===== config.mk =====
export PLATFORM = sky130hd
export DESIGN_NAME = osd_mam_sram_resp
export DESIGN_NICKNAME = d
export VERILOG_FILES = /design/src/rtl/osd_mam_sram_resp.sv
export SDC_FILE = /design/constraint.sdc
export NUM_CORES = 1
export LEC_CHECK = 0
export ABC_AREA = 1
export CAP_MARGIN = 40
export CORE_MARGIN = 10
export CORE_UTILIZATION = 25
export CTS_BUF_LIST = sky130_fd_sc_hd__clkbuf_4
export CTS_CLUSTER_DIAMETER = 200
export DETAILED_ROUTE_END_ITERATION = 7
export GPL_TIMING_DRIVEN = 0
export HOLD_SLACK_MARGIN = 0.06
export SETUP_SLACK_MARGIN = 0.2
export SLEW_MARGIN = 20
export SYNTH_ARGS = -nofsm -noshare
export SYNTH_HDL_FRONTEND = slang
export SYNTH_SLANG_ARGS = --single-unit

===== constraint.sdc =====
create_clock -name clk -period 4.9 [get_ports clk]
set_input_delay 1.225 -clock clk [delete_from_list [all_inputs] [get_ports clk]]
set_output_delay 1.225 -clock clk [all_outputs]
set_load 0.1 [all_outputs]

===== src/rtl/osd_mam_sram_resp.sv =====
// MAM memory-side responder: executes single/burst MAM reads and writes on a 1-cycle SRAM.
// Optional `OSD_MAM_SRAM_BOUNDS_EN suppresses SRAM accesses to words outside the memory.
module osd_mam_sram_resp #(
  parameter int unsigned DATA_WIDTH = 16,
  parameter int unsigned MEM_SIZE   = 1024,
  parameter int unsigned ADDR_BASE  = 0,
  parameter int unsigned AW         = $clog2(MEM_SIZE + ADDR_BASE),
  localparam int unsigned BW        = DATA_WIDTH / 8,
  localparam int unsigned WAW       = $clog2(MEM_SIZE / BW)
) (
  input  logic                  clk,
  input  logic                  rst_n,
  input  logic                  req_valid_i,
  output logic                  req_ready_o,
  input  logic                  req_rw_i,
  input  logic [AW-1:0]         req_addr_i,
  input  logic                  req_burst_i,
  input  logic [15:0]           req_size_i,
  input  logic                  write_valid_i,
  input  logic [DATA_WIDTH-1:0] write_data_i,
  input  logic [BW-1:0]         write_strb_i,
  output logic                  write_ready_o,
  output logic                  read_valid_o,
  output logic [DATA_WIDTH-1:0] read_data_o,
  input  logic                  read_ready_i,
  output logic                  sram_ce_o,
  output logic                  sram_we_o,
  output logic [WAW-1:0]        sram_addr_o,
  output logic [BW-1:0]         sram_be_o,
  output logic [DATA_WIDTH-1:0] sram_wdata_o,
  input  logic [DATA_WIDTH-1:0] sram_rdata_i
);

  localparam int unsigned LBW = $clog2(BW);
`ifdef OSD_MAM_SRAM_BOUNDS_EN
  // One extra bit keeps addresses below ADDR_BASE distinguishable from in-range ones.
  localparam int unsigned XW = AW + 1;
`else
  localparam int unsigned XW = WAW;
`endif

  typedef enum logic [1:0] {StIdle, StWrite, StRead, StDrain} state_e;

  state_e                state_q, state_d;
  logic [XW-1:0]         waddr_q, waddr_d;
  logic [15:0]           remaining_q, remaining_d;
  logic                  burst_q, burst_d;
  logic                  inflight_q, inflight_zero_q;
  logic [DATA_WIDTH-1:0] fifo_q [2];
  logic                  rd_ptr_q, wr_ptr_q;
  logic [1:0]            count_q, count_d;
  logic                  push, pop, issue, slot_free, in_range;
  logic [DATA_WIDTH-1:0] push_data;

`ifdef OSD_MAM_SRAM_BOUNDS_EN
  assign in_range = (waddr_q < XW'(MEM_SIZE / BW));
`else
  assign in_range = 1'b1;
`endif

  assign push         = inflight_q;
  assign push_data    = inflight_zero_q ? '0 : sram_rdata_i;
  assign read_valid_o = (count_q != 2'd0);
  assign read_data_o  = fifo_q[rd_ptr_q];
  assign pop          = read_valid_o & read_ready_i;

  // Room for one more beat counting the pending return and a same-cycle pop.
  assign slot_free = (count_q == 2'd0) ||
                     (count_q == 2'd1 && (!inflight_q || pop)) ||
                     (count_q == 2'd2 && pop && !inflight_q);

  always_comb begin
    count_d = count_q;
    case ({push, pop})
      2'b10:   count_d = count_q + 2'd1;
      2'b01:   count_d = count_q - 2'd1;
      default: count_d = count_q;
    endcase
  end

  always_comb begin
    state_d       = state_q;
    waddr_d       = waddr_q;
    remaining_d   = remaining_q;
    burst_d       = burst_q;
    issue         = 1'b0;
    req_ready_o   = 1'b0;
    write_ready_o = 1'b0;
    sram_ce_o     = 1'b0;
    sram_we_o     = 1'b0;
    sram_addr_o   = '0;
    sram_be_o     = '0;
    sram_wdata_o  = '0;
    case (state_q)
      StIdle: begin
        req_ready_o = 1'b1;
        if (req_valid_i) begin
          waddr_d     = XW'(({1'b0, req_addr_i} - (AW + 1)'(ADDR_BASE)) >> LBW);
          remaining_d = (!req_burst_i || req_size_i == 16'd0) ? 16'd1 : req_size_i;
          burst_d     = req_burst_i;
          state_d     = req_rw_i ? StWrite : StRead;
        end
      end
      StWrite: begin
        write_ready_o = 1'b1;
        if (write_valid_i) begin
          sram_ce_o    = in_range;
          sram_we_o    = in_range;
          sram_addr_o  = waddr_q[WAW-1:0];
          sram_be_o    = burst_q ? '1 : write_strb_i;
          sram_wdata_o = write_data_i;
          waddr_d      = waddr_q + XW'(1);
          remaining_d  = remaining_q - 16'd1;
          if (remaining_q == 16'd1) state_d = StIdle;
        end
      end
      StRead: begin
        if (slot_free && remaining_q != 16'd0) begin
          issue       = 1'b1;
          sram_ce_o   = in_range;
          sram_addr_o = waddr_q[WAW-1:0];
          waddr_d     = waddr_q + XW'(1);
          remaining_d = remaining_q - 16'd1;
          if (remaining_q == 16'd1) state_d = StDrain;
        end
      end
      StDrain: begin
        if (!inflight_q && count_d == 2'd0) state_d = StIdle;
      end
      default: state_d = StIdle;
    endcase
  end

  always_ff @(posedge clk or negedge rst_n) begin
    if (!rst_n) begin
      state_q         <= StIdle;
      waddr_q         <= '0;
      remaining_q     <= '0;
      burst_q         <= 1'b0;
      inflight_q      <= 1'b0;
      inflight_zero_q <= 1'b0;
      fifo_q[0]       <= '0;
      fifo_q[1]       <= '0;
      rd_ptr_q        <= 1'b0;
      wr_ptr_q        <= 1'b0;
      count_q         <= '0;
    end else begin
      state_q         <= state_d;
      waddr_q         <= waddr_d;
      remaining_q     <= remaining_d;
      burst_q         <= burst_d;
      inflight_q      <= issue;
      inflight_zero_q <= issue & ~in_range;
      count_q         <= count_d;
      if (push) begin
        fifo_q[wr_ptr_q] <= push_data;
        wr_ptr_q         <= ~wr_ptr_q;
      end
      if (pop) rd_ptr_q <= ~rd_ptr_q;
    end
  end

endmodule


==> results.toml <==
[run_status]
status = "completed"

[synthesis]
synth_ff_type = "dfrtp_1"
synth_area_leaders = "dfrtp_1 39%, nand2_1 20%, inv_1 7.5%"
synth_largest_area_cell = "dfrtp_1"
synth_edf_count = 0
synth.distinct_cells = 30
yosysSeqAreaShare_pct = 39.37
netlist_area_um2 = 4131
syn_area_per_cell_um2 = 6.762
yosysWarningCount = 0
netlist_instances = 611
ys_seq_elements = 65
yosysTopAreaCellShare_pct = 39.37
synth_fp_nets = 691
synthArstFlopShare_pct = 100.0

[hold_path]
min_from = "fifo_q[17]"
worstHoldPathCells = 2
min_to = "fifo_q[17]"
min_path_type = "reg -> reg"

[place]
placedCellCount = 988
io_buffers = 112
pre_cts_ws_ns = -0.2381
dp_hpwl_um = 10710
place.gp.congestion = 0.8366

[clock_network]
clkSinkCount = 65
root_buffer = "clkbuf_4"
post_cts_buffers = 0
holdBufCountCts = 0
clock_latency_ns = 0.41
numCtsBuffers = 9
cts_max_level = 3
clockBufferDepth = 2
cts.clk_slew.worst_paths_ns = 0.11
cts_tree = "built"

[die]
dieWidth_um = 148.6
start_util_pct = 25.73
chipHeight_um = 148.6
rows = 46
core_um2 = 16060
io_pins = 115
die-area_um2 = 22070

[worst_setup_path]
crit_path_cell_trace = "clkdlybuf4s50_1 > inv_1 > nor2_4 > inv_1 > ha_1 > inv_1 > a21oi_1 > nand2_1 > nand2_2 > nor2_4 > o21ai_4 > nor2_2 > buf_16"
crit_path_start_kind = "input pin"
rrSetupSlack_ns = 2.66
worstRegToRegCells = 15
r2r-start = "count_q[0]"
r2r_end = "remaining_q[10]"
end_kind = "output pin"
max_stage_delay_ns = 0.49
crit_buf_inv = 5
cp_slowest_cell = "clkdlybuf4s50_1"
crit_arrival_ns = 3.28
crit_type = "in -> out"
critical_path.max_fanout = 10
path_common_cell = "inv_1"
cp-startpoint = "read_ready_i"
required_ns = 3.67
crit_family = "buffers and inverters"

[cells_and_area]
n_antenna_cell = 0
layout_commonest_cell = "nand2_1"
fin_cells = 994
area_delta_synth_final_pct = 59.18
final_cell_mix = "219 x nand2_1, 101 x clkdlybuf4s50_1, 83 x inv_1, 71 x nor2_1, 65 x dfrtp_1"
finalNetCount = 853
drive_gt1_share_pct = 12.08

[sta]
relSlewSlack_pct = 63.59
finalSetupViolations = 0
rsz0062_at_grt = "false"
timing.final.crit_period_ns = 4.509
max_freq_mhz = 221.8
fin_ws_ns = 0.3909
final_hold_viol_count = 0
fin_crit_sh_pct = 92.02
maxSlewViolCount = 0
worst_pin_slew_ns = 0.5461
finClkSkew_ns = 0.01321

[routing]
vias_per_cell = 4.329
drt_iter0_markers = 212
via_count = 4303
routed_wirelength_um = 13280
drc = 0
drt_pass1_iterations = 5
drtAntennaViolNets = 0
post_drt_wl_per_cell_um = 13.36

[grt]
grt_pass1_wl_um = 21910
grt_pass1_vias = 4289
grt_usage_pct = 12.16
antenna_found_initial = 0
grt.overflow.total = 0
grt_max_degree = 47

[pwr]
ir_drop_mv = 0.5778
power_density_nw_per_um2 = 767.6
power_leakage_nw = 3.282

[flow_run]
drv_cap = 0
[synthesized netlist by cell type (2+ instances only)]
| cell | n |
|---|---|
| ha_1 | 13 |
| nand2_1 | 219 |
| inv_1 | 83 |
| nand2_2 | 7 |
| o21ai_0 | 48 |
| or2_2 | 3 |
| a31oi_1 | 2 |
| nor2_1 | 74 |
| clkbuf_1 | 17 |
| xor2_1 | 3 |
| a22oi_1 | 2 |
| o21ai_1 | 3 |
| nand2_4 | 2 |
| dfrtp_1 | 65 |
| mux2i_1 | 2 |
| nand4_1 | 17 |
| a21oi_1 | 6 |
| nand3_1 | 28 |
| buf_6 | 4 |
| nor2_2 | 2 |
| buf_2 | 2 |
[through the flow]
| step | power (mW) | util, % | hold slack, ns | area, µm² | setup TNS [ns] |
|---|---|---|---|---|---|
| final | 5.048 | 40.95 | 0.4968 | 6576 | 0 |
| after global routing | 5.439 | 40.95 | 0.5274 | 6576 | 0 |
| after global placement | 4.049 | 34.39 | 0.4667 | 5523 | -4.566 |
| after CTS | 5.101 | 40.92 | 0.5035 | 6571 | 0 |
| after floorplan | 3.314 | - | 0.4488 | 4131 | -1.851 |
| after detailed placement | 4.670 | 40.21 | 0.4731 | 6456 | -0.8599 |
[how the worst max path moves through the flow]
stage / to / slack, ns / cells after the start
after floorplan: sram_addr_o[0] / -0.21 / 6
after global placement: sram_addr_o[1] / -0.58 / 13
after detailed placement: sram_addr_o[1] / -0.24 / 14
after CTS: sram_addr_o[1] / 0.24 / 13
after global routing: sram_addr_o[1] / 0.21 / 13
final: sram_addr_o[1] / 0.39 / 13
[flip-flops by register name (all words and copies together), names as in the netlist]
name	cells
state_q	2
count_q	2
wr_ptr_q	1
burst_q	1
fifo_q	32
remaining_q	16
waddr_q	9
rd_ptr_q	1
inflight_q	1
[area by class of cell]
class	instances	area, µm²
buffer	23	118.9
clock buffer	10	75.07
clock inverter	6	92.59
fill	1650	9482
inverter	83	311.5
multi-input combinational	440	2087
sequential	65	1627
tap	216	270.3
timing repair buffer	151	1994
[tightest hold or removal path, cell delays in order (launching register included)]
cell and delay [ns]:
dfrtp_1 0.36, nand2_1 0.05, o21ai_0 0.06
[routing by layer]
layer / vias up / part of all wire (%) / global-route usage, %
met5: - / 0 / 0
met4: 0 / 0.34 / 2.676
met3: 4 / 5.1 / 3.155
met2: 104 / 50 / 21.05
met1: 1980 / 45 / 14.74
li1: 2215 / - / -
[where the power goes]
part | switching, mW | total, mW | internal, mW
logic | 2.34 | 3.65 | 1.31
registers | 0.184 | 0.974 | 0.791
clock network | 0.211 | 0.425 | 0.214
total | 2.74 | 5.05 | 2.31
[cells by family (layout without fill, tap and decap cells)]
group	count (synthesis)	in the layout	synth area share, %
and+or+nand+nor	357	357	36.49
buffers and inverters	106	273	10.42
DFF	65	65	39.37
AOI/OAI and AO/OA	64	64	8.449
adders and majority gates	13	13	3.937
xor gates and xnor gates	4	4	0.8481
muxes	2	2	0.4846
[timing repair]
action,CTS,global route
gates resized for setup,10,2
setup endpoints to repair,10,2
endpoints found under the hold margin,0,0
Power figures use the tool's default switching activity.
